File: src/rtl/regfile_pkg.sv
// -----------------------------------------------------------------------------
// regfile_pkg
// Shared constants and encodings for the register-file write arbiter.
//   NUM_REGS / ADDR_W / DATA_W : default register-file geometry
//   arb_state_e                : arbiter phase (clear sweep, normal run)
//   slot_sel_e                 : which requester owns the write port this cycle
// -----------------------------------------------------------------------------
package regfile_pkg;

   localparam int NUM_REGS = 32;
   localparam int ADDR_W   = 5;
   localparam int DATA_W   = 32;

   typedef enum logic {
      ARB_INIT = 1'b0,
      ARB_RUN  = 1'b1
   } arb_state_e;

   typedef enum logic [1:0] {
      SEL_IDLE  = 2'd0,
      SEL_WB    = 2'd1,
      SEL_DBG   = 2'd2,
      SEL_SWEEP = 2'd3
   } slot_sel_e;

endpackage

File: src/rtl/regfile_starve_ctr.sv
// -----------------------------------------------------------------------------
// regfile_starve_ctr
// Counts how long a debug write request has been refused and, once it has
// waited STARVE_LIMIT cycles, forces one debug slot and stalls the pipeline
// for that single cycle. Also owns the registered stall request, which is held
// high through the clear sweep.
// Ports:
//   clk, rst       : clock, asynchronous active-high reset
//   run_i          : arbiter is in its normal run phase (counting enabled)
//   hold_stall_i   : keep the stall request high next cycle (sweep not done)
//   dbg_valid_i    : debug request pending
//   dbg_ready_i    : debug request accepted this cycle
//   force_o        : this cycle is a forced debug slot
//   stall_req_o    : registered pipeline stall request
//   wait_cnt_o     : current refusal count (observability)
// -----------------------------------------------------------------------------
module regfile_starve_ctr #(
   parameter int STARVE_LIMIT = 4
) (
   input  logic clk,
   input  logic rst,
   input  logic run_i,
   input  logic hold_stall_i,
   input  logic dbg_valid_i,
   input  logic dbg_ready_i,
   output logic force_o,
   output logic stall_req_o,
   output logic [((STARVE_LIMIT > 1) ? $clog2(STARVE_LIMIT) : 1)-1:0] wait_cnt_o
);

   // The counter only ever needs to reach STARVE_LIMIT-1.
   localparam int CW = (STARVE_LIMIT > 1) ? $clog2(STARVE_LIMIT) : 1;
   localparam logic [CW-1:0] LIM_M1 = CW'(STARVE_LIMIT - 1);

   logic [CW-1:0] wait_cnt_q, wait_cnt_d;
   logic          force_q, force_d;
   logic          stall_q, stall_d;

   always_comb begin : next_state
      wait_cnt_d = wait_cnt_q;
      force_d    = 1'b0;
      if (!run_i) begin
         wait_cnt_d = '0;
      end else if (force_q) begin
         // The forced slot has been spent (or withdrawn); start over.
         wait_cnt_d = '0;
      end else if (dbg_valid_i && dbg_ready_i) begin
         wait_cnt_d = '0;
      end else if (dbg_valid_i) begin
         if (wait_cnt_q == LIM_M1) begin
            force_d = 1'b1;
         end else begin
            wait_cnt_d = wait_cnt_q + CW'(1);
         end
      end
      stall_d = hold_stall_i | force_d;
   end

   always_ff @(posedge clk or posedge rst) begin
      if (rst) begin
         wait_cnt_q <= '0;
         force_q    <= 1'b0;
         stall_q    <= 1'b1;
      end else begin
         wait_cnt_q <= wait_cnt_d;
         force_q    <= force_d;
         stall_q    <= stall_d;
      end
   end

   assign force_o     = force_q;
   assign stall_req_o = stall_q;
   assign wait_cnt_o  = wait_cnt_q;

endmodule

File: src/rtl/regfile_write_arbiter.sv
// -----------------------------------------------------------------------------
// regfile_write_arbiter
// Owns the register file's single write port (WE3/A3/WD3). After reset it
// sweeps INIT_VALUE into every register, then shares the port between the
// writeback stage (priority) and a debug/loader requester (valid/ready).
// Handshake: dbg_valid is raised with dbg_addr/dbg_data stable and held until
// dbg_ready is seen high in the same cycle; the transfer happens in that cycle.
// A starved debug request gets one forced slot, with stall_req freezing the
// pipeline so the displaced writeback repeats next cycle.
// Ports:
//   clk, rst                      : clock, asynchronous active-high reset
//   wb_we, wb_rd, wb_data         : writeback write request (no handshake)
//   dbg_valid, dbg_addr, dbg_data : debug write request
//   dbg_ready                     : debug request accepted (combinational)
//   stall_req                     : registered pipeline freeze
//   init_done                     : registered, clear sweep finished
//   rf_we, rf_a3, rf_wd3          : to register file write port (combinational)
// -----------------------------------------------------------------------------
module regfile_write_arbiter
   import regfile_pkg::*;
#(
   parameter int                NUM_REGS     = regfile_pkg::NUM_REGS,
   parameter int                ADDR_W       = regfile_pkg::ADDR_W,
   parameter int                DATA_W       = regfile_pkg::DATA_W,
   parameter int                STARVE_LIMIT = 4,
   parameter logic [DATA_W-1:0] INIT_VALUE   = '0
) (
   input  logic              clk,
   input  logic              rst,
   input  logic              wb_we,
   input  logic [ADDR_W-1:0] wb_rd,
   input  logic [DATA_W-1:0] wb_data,
   input  logic              dbg_valid,
   input  logic [ADDR_W-1:0] dbg_addr,
   input  logic [DATA_W-1:0] dbg_data,
   output logic              dbg_ready,
   output logic              stall_req,
   output logic              init_done,
   output logic              rf_we,
   output logic [ADDR_W-1:0] rf_a3,
   output logic [DATA_W-1:0] rf_wd3
);

   localparam logic [ADDR_W-1:0] LAST_REG = ADDR_W'(NUM_REGS - 1);
   localparam int CW = (STARVE_LIMIT > 1) ? $clog2(STARVE_LIMIT) : 1;

   arb_state_e        state_q, state_d;
   logic [ADDR_W-1:0] sweep_cnt_q, sweep_cnt_d;
   logic              init_done_q, init_done_d;
   slot_sel_e         sel;
   logic              force_slot;
   logic              hold_stall;
   logic              sweep_last;
   logic [CW-1:0]     wait_cnt;

   assign sweep_last = (sweep_cnt_q == LAST_REG);

   // ---------------- phase FSM ----------------
   always_comb begin : fsm_next
      state_d     = state_q;
      sweep_cnt_d = sweep_cnt_q;
      init_done_d = init_done_q;
      hold_stall  = 1'b0;
      if (state_q == ARB_INIT) begin
         if (sweep_last) begin
            state_d     = ARB_RUN;
            init_done_d = 1'b1;
            sweep_cnt_d = '0;
         end else begin
            sweep_cnt_d = sweep_cnt_q + ADDR_W'(1);
            hold_stall  = 1'b1;
         end
      end
   end

   always_ff @(posedge clk or posedge rst) begin
      if (rst) begin
         state_q     <= ARB_INIT;
         sweep_cnt_q <= '0;
         init_done_q <= 1'b0;
      end else begin
         state_q     <= state_d;
         sweep_cnt_q <= sweep_cnt_d;
         init_done_q <= init_done_d;
      end
   end

   // ---------------- starvation control ----------------
   regfile_starve_ctr #(
      .STARVE_LIMIT (STARVE_LIMIT)
   ) u_starve (
      .clk          (clk),
      .rst          (rst),
      .run_i        (state_q == ARB_RUN),
      .hold_stall_i (hold_stall),
      .dbg_valid_i  (dbg_valid),
      .dbg_ready_i  (dbg_ready),
      .force_o      (force_slot),
      .stall_req_o  (stall_req),
      .wait_cnt_o   (wait_cnt)
   );

   // ---------------- grant ----------------
   // A writeback to x0 is not a real write, so it never blocks debug.
   always_comb begin : grant
      sel = SEL_IDLE;
      if (state_q == ARB_INIT) begin
         sel = SEL_SWEEP;
      end else if (force_slot) begin
         sel = SEL_DBG;
      end else if (wb_we && (wb_rd != '0)) begin
         sel = SEL_WB;
      end else if (dbg_valid) begin
         sel = SEL_DBG;
      end
   end

   always_comb begin : port_mux
      rf_we     = 1'b0;
      rf_a3     = '0;
      rf_wd3    = '0;
      dbg_ready = 1'b0;
      case (sel)
         SEL_SWEEP: begin
            rf_we  = 1'b1;
            rf_a3  = sweep_cnt_q;
            rf_wd3 = INIT_VALUE;
         end
         SEL_WB: begin
            rf_we  = 1'b1;
            rf_a3  = wb_rd;
            rf_wd3 = wb_data;
         end
         SEL_DBG: begin
            // A debug write to x0 is accepted but never reaches the port.
            dbg_ready = dbg_valid;
            rf_we     = dbg_valid && (dbg_addr != '0);
            rf_a3     = dbg_addr;
            rf_wd3    = dbg_data;
         end
         default: begin
         end
      endcase
   end

   assign init_done = init_done_q;

endmodule

File: config.mk
export PLATFORM = sky130hd
export DESIGN_NAME = regfile_write_arbiter
export DESIGN_NICKNAME = d
export VERILOG_FILES = /design/src/rtl/regfile_pkg.sv /design/src/rtl/regfile_starve_ctr.sv /design/src/rtl/regfile_write_arbiter.sv
export SDC_FILE = /design/constraint.sdc
export NUM_CORES = 1
export LEC_CHECK = 0
export ABC_AREA = 1
export CORE_MARGIN = 2
export CORE_UTILIZATION = 33
export CTS_CLUSTER_DIAMETER = 50
export CTS_CLUSTER_SIZE = 20
export DETAILED_ROUTE_END_ITERATION = 12
export MAX_ROUTING_LAYER = met4
export PLACE_DENSITY = 0.87
export SLEW_MARGIN = 20
export SYNTH_ARGS = -nofsm -noshare
export SYNTH_HDL_FRONTEND = slang
export SYNTH_SLANG_ARGS = --single-unit
File: constraint.sdc
create_clock -name clk -period 4.03 [get_ports clk]
set_clock_uncertainty 0.05 [all_clocks]
set_input_delay 0.806 -clock clk [delete_from_list [all_inputs] [get_ports clk]]
set_output_delay 0.806 -clock clk [all_outputs]
set_load 0.02 [all_outputs]
==> key figures <==
Logic synthesis
  – Complex-gate fraction of the synthesized area: 0.189
  – Synth area leader: nand2_1
  – Simple-Gate Fraction of Synth Area: 0.393
  – Post-synthesis sequential area ratio: 0.220
  – Netlist cell types: 26
  – Synth area leaders: nand2_1, dfrtp_1, a21oi_1
  – Syn_area_per_cell: 6.05 um2
  – Mux cell area share after synthesis: 0
  – Post-Synthesis Cells: between 200 and 250
  – Area share of the largest cell type after synthesis: 0.271
  – Synth async-reset ratio: 1.00
  – Top_reg_cell synth: dfrtp_1
  – Post-Syn Nets: 293
  – Largest family of logic cells by synthesized area: simple AND/OR/NAND/NOR gates
  – Synth Area in XOR/XNOR: 0
  – Number of synthesized register bits: 11
  – Syn Std Cell Area: 0.00126 mm2
  – Adder-cell share of the synthesized area: 0.0696
  – Post-synth EDFFs: 0
  – Yosys warnings: 0

Worst setup path
  – Setup crit end kind: primary output
  – Crit Path Max Fanout: 17
  – Origin of the critical flop-to-flop path: state_q
  – Startpoint type of the worst setup path: input pin
  – Worst R2R Setup Slack: between 1500 and 2000 ps
  – Worst EP required: ~3200 ps
  – Crit path kind: in2out
  – Arr. time, crit path: 3030 ps
  – Worst setup path startpoint: wb_rd[3]

Pwr
  – Pwr Density: 315 mW/mm2
  – Reg power frac: 0.170
  – Power share of the combinational group: 0.695
  – Clk network pwr share: 0.135
  – Sw power: 346 uW
  – P_int: 466 uW
  – Switching Share: 0.426
  – Maximum vdd drop: about 240 uV
  – Post-layout power: 812 uW
  – Leak Pwr: about 0.0014 uW

Worst hold path
  – Hold Startpoint: init_done
  – Hold/Removal Path Class: reg2reg

Detailed routing
  – DRT iter0 DRCs: 66
  – Met1 Wirelength: 1730 um
  – DRC: 0
  – Final WL: between 4000 and 5000 um
  – Drt pass-1 iters: 4
  – Routed Antenna Nets: 0
  – Vias: 1772
  – Uppermost layer routed: met4
  – Drt wl/cell: 12.8 um
  – Met2 Wirelength: ~2500 um
  – Wire length on met3: 513 um
  – Routed vias/inst: 4.75

Clock network
  – Clk sinks: 11
  – Max Root-Sink Buffers: 2
  – Reg clk slew, reported paths: approximately 50 ps
  – H-Tree Depth: 1
  – Postcts setup bufs: 0
  – Clk_lat worst skew: 240 ps
  – CTS Buf Count: 3
  – CTS tree: built
  – CTS Root Cell: clkbuf_8

Finish
  – Layout Cells excl Fill: 373
  – Layout Nets: approximately 410
  – Layout fillers: 302
  – Area delta synth->final: 105%
  – Share of post-route cells with drive strength above 1: 0.0677
  – Commonest non-fill, non-tap cell in the layout: clkdlybuf4s50_1
  – Antenna Cells: 0
  – Design area: 0.00258 mm2
  – Most frequent cells in the layout: clkdlybuf4s50_1, nand2_1, a21oi_1

Die
  – Die area: about 0.0043 mm2
  – IO Count: 119
  – Initial core utilization: 0.344
  – Floorplan row count: 22
  – Die H: 65.8 um
  – Core region area: 0.00366 mm2
  – Die X-Extent: roughly 66 um

STA
  – Hold Vio Cnt, Final: 0
  – Pins Over Slew Limit: 0
  – Max Clk Rate: 257 MHz
  – Worst Tran Pin Value: 432 ps
  – Worst rel slew slack: 0.712
  – Period utilisation layout: 0.965
  – Setup Viol. Count Final: 0
  – Tmin final: 3890 ps
  – Hold_ws: 426 ps
  – Total negative slack: 0 ps

Global routing
  – Initial antenna violation count: 0
  – Pin count of the biggest net entering global routing: 28
  – First-pass GRT wire length: ~7100 um
  – Number of global-route vias before repair: 1601
  – GR Overflow Total: 0
  – Total Routing Usage GR: 0.212

Status
  – Outcome: finished clean

Placed design
  – RePlAce Congestion: 0.833
  – IO buf count: 118
  – Cell Area, Placed: ~0.0025 mm2
  – HPWL Detailed: 3820 um
  – Inst Count DP: 369

Job
  – MaxCap Viol Count: 0
==> final timing paths <==
path                                          end  cells after the start
max                                     rf_wd3[4]                     11
min                                     init_done                      1
max reg2reg                u_starve.wait_cnt_o[1]                     13
min reg2reg                             init_done                      1
max in group asynchronous    u_starve.stall_req_o                      2
min in group asynchronous          sweep_cnt_q[0]                      2
==> logic make-up after synthesis <==
family,count (synthesis)
AO/OA/AOI/OAI,45
adder cells (fa/ha/maj),7
buffers and inverters,29
flip-flops,11
AND/OR/NAND/NOR,116
==> synthesized netlist by cell type, types with 3 or more instances <==
cell type / n
dfrtp_1: 10
ha_1: 7
nor3_1: 3
nor2_1: 10
clkbuf_1: 3
a21oi_1: 38
nand3_1: 4
nand2_1: 91
inv_1: 14
buf_6: 4
a31oi_1: 4
buf_4: 4
==> power groups by stage <==
stage / Clock [uW] / Combinational [uW] / Sequential, uW
final: 110 / 565 / 138
after global routing: 117 / 614 / 140
after CTS: 111 / 581 / 138
after detailed placement: 0 / 578 / 140
after global placement: 0 / 570 / 138
after floorplan: 0 / 309 / 140
==> flip-flops by register name, indices dropped and copies added (netlist names) <==
signal and flops:
init_done 1, state_q 1, sweep_cnt_q 5, u_starve.force_o 1, u_starve.stall_req_o 1, u_starve.wait_cnt_o 2
==> through the flow <==
step,setup slack (ps),util
after floorplan,1080,-
after global placement,148,0.676
after detailed placement,27.0,0.676
after CTS,24.5,0.688
after global routing,-6.54,0.705
final,140,0.705
==> critical path, stage by stage <==
cell,delay [ps]
clkdlybuf4s50_1,440
nor2_1,120
nand3_1,100
nand3_1,110
nand2_1,80
inv_1,130
ha_2,230
buf_4,220
nand2_1,70
a21oi_1,110
clkdlybuf4s50_1,620
==> metal layers <==
| layer | global-route usage | vias up |
|---|---|---|
| met5 | - | - |
| met4 | 0.0599 | 0 |
| met3 | 0.0445 | 8 |
| met2 | 0.393 | 84 |
| met1 | 0.225 | 784 |
| li1 | - | 896 |
==> cell type report <==
type,count,area (um2),share of cell area
inverters,17,71.3,0.0276
flip-flops and latches,11,277,0.107
repair buffers,125,1310,0.506
well taps,48,60.1,0.0233
clock buffers,4,45.0,0.0175
multi-input cells,168,822,0.318
==> timing repair <==
item	4_1_cts	5_1_grt
endpoints found under the setup margin	0	38
gates resized for setup	0	25
hold buffers	0	0
hold endpoints to repair	0	0
(Power assumes the default switching activity.)
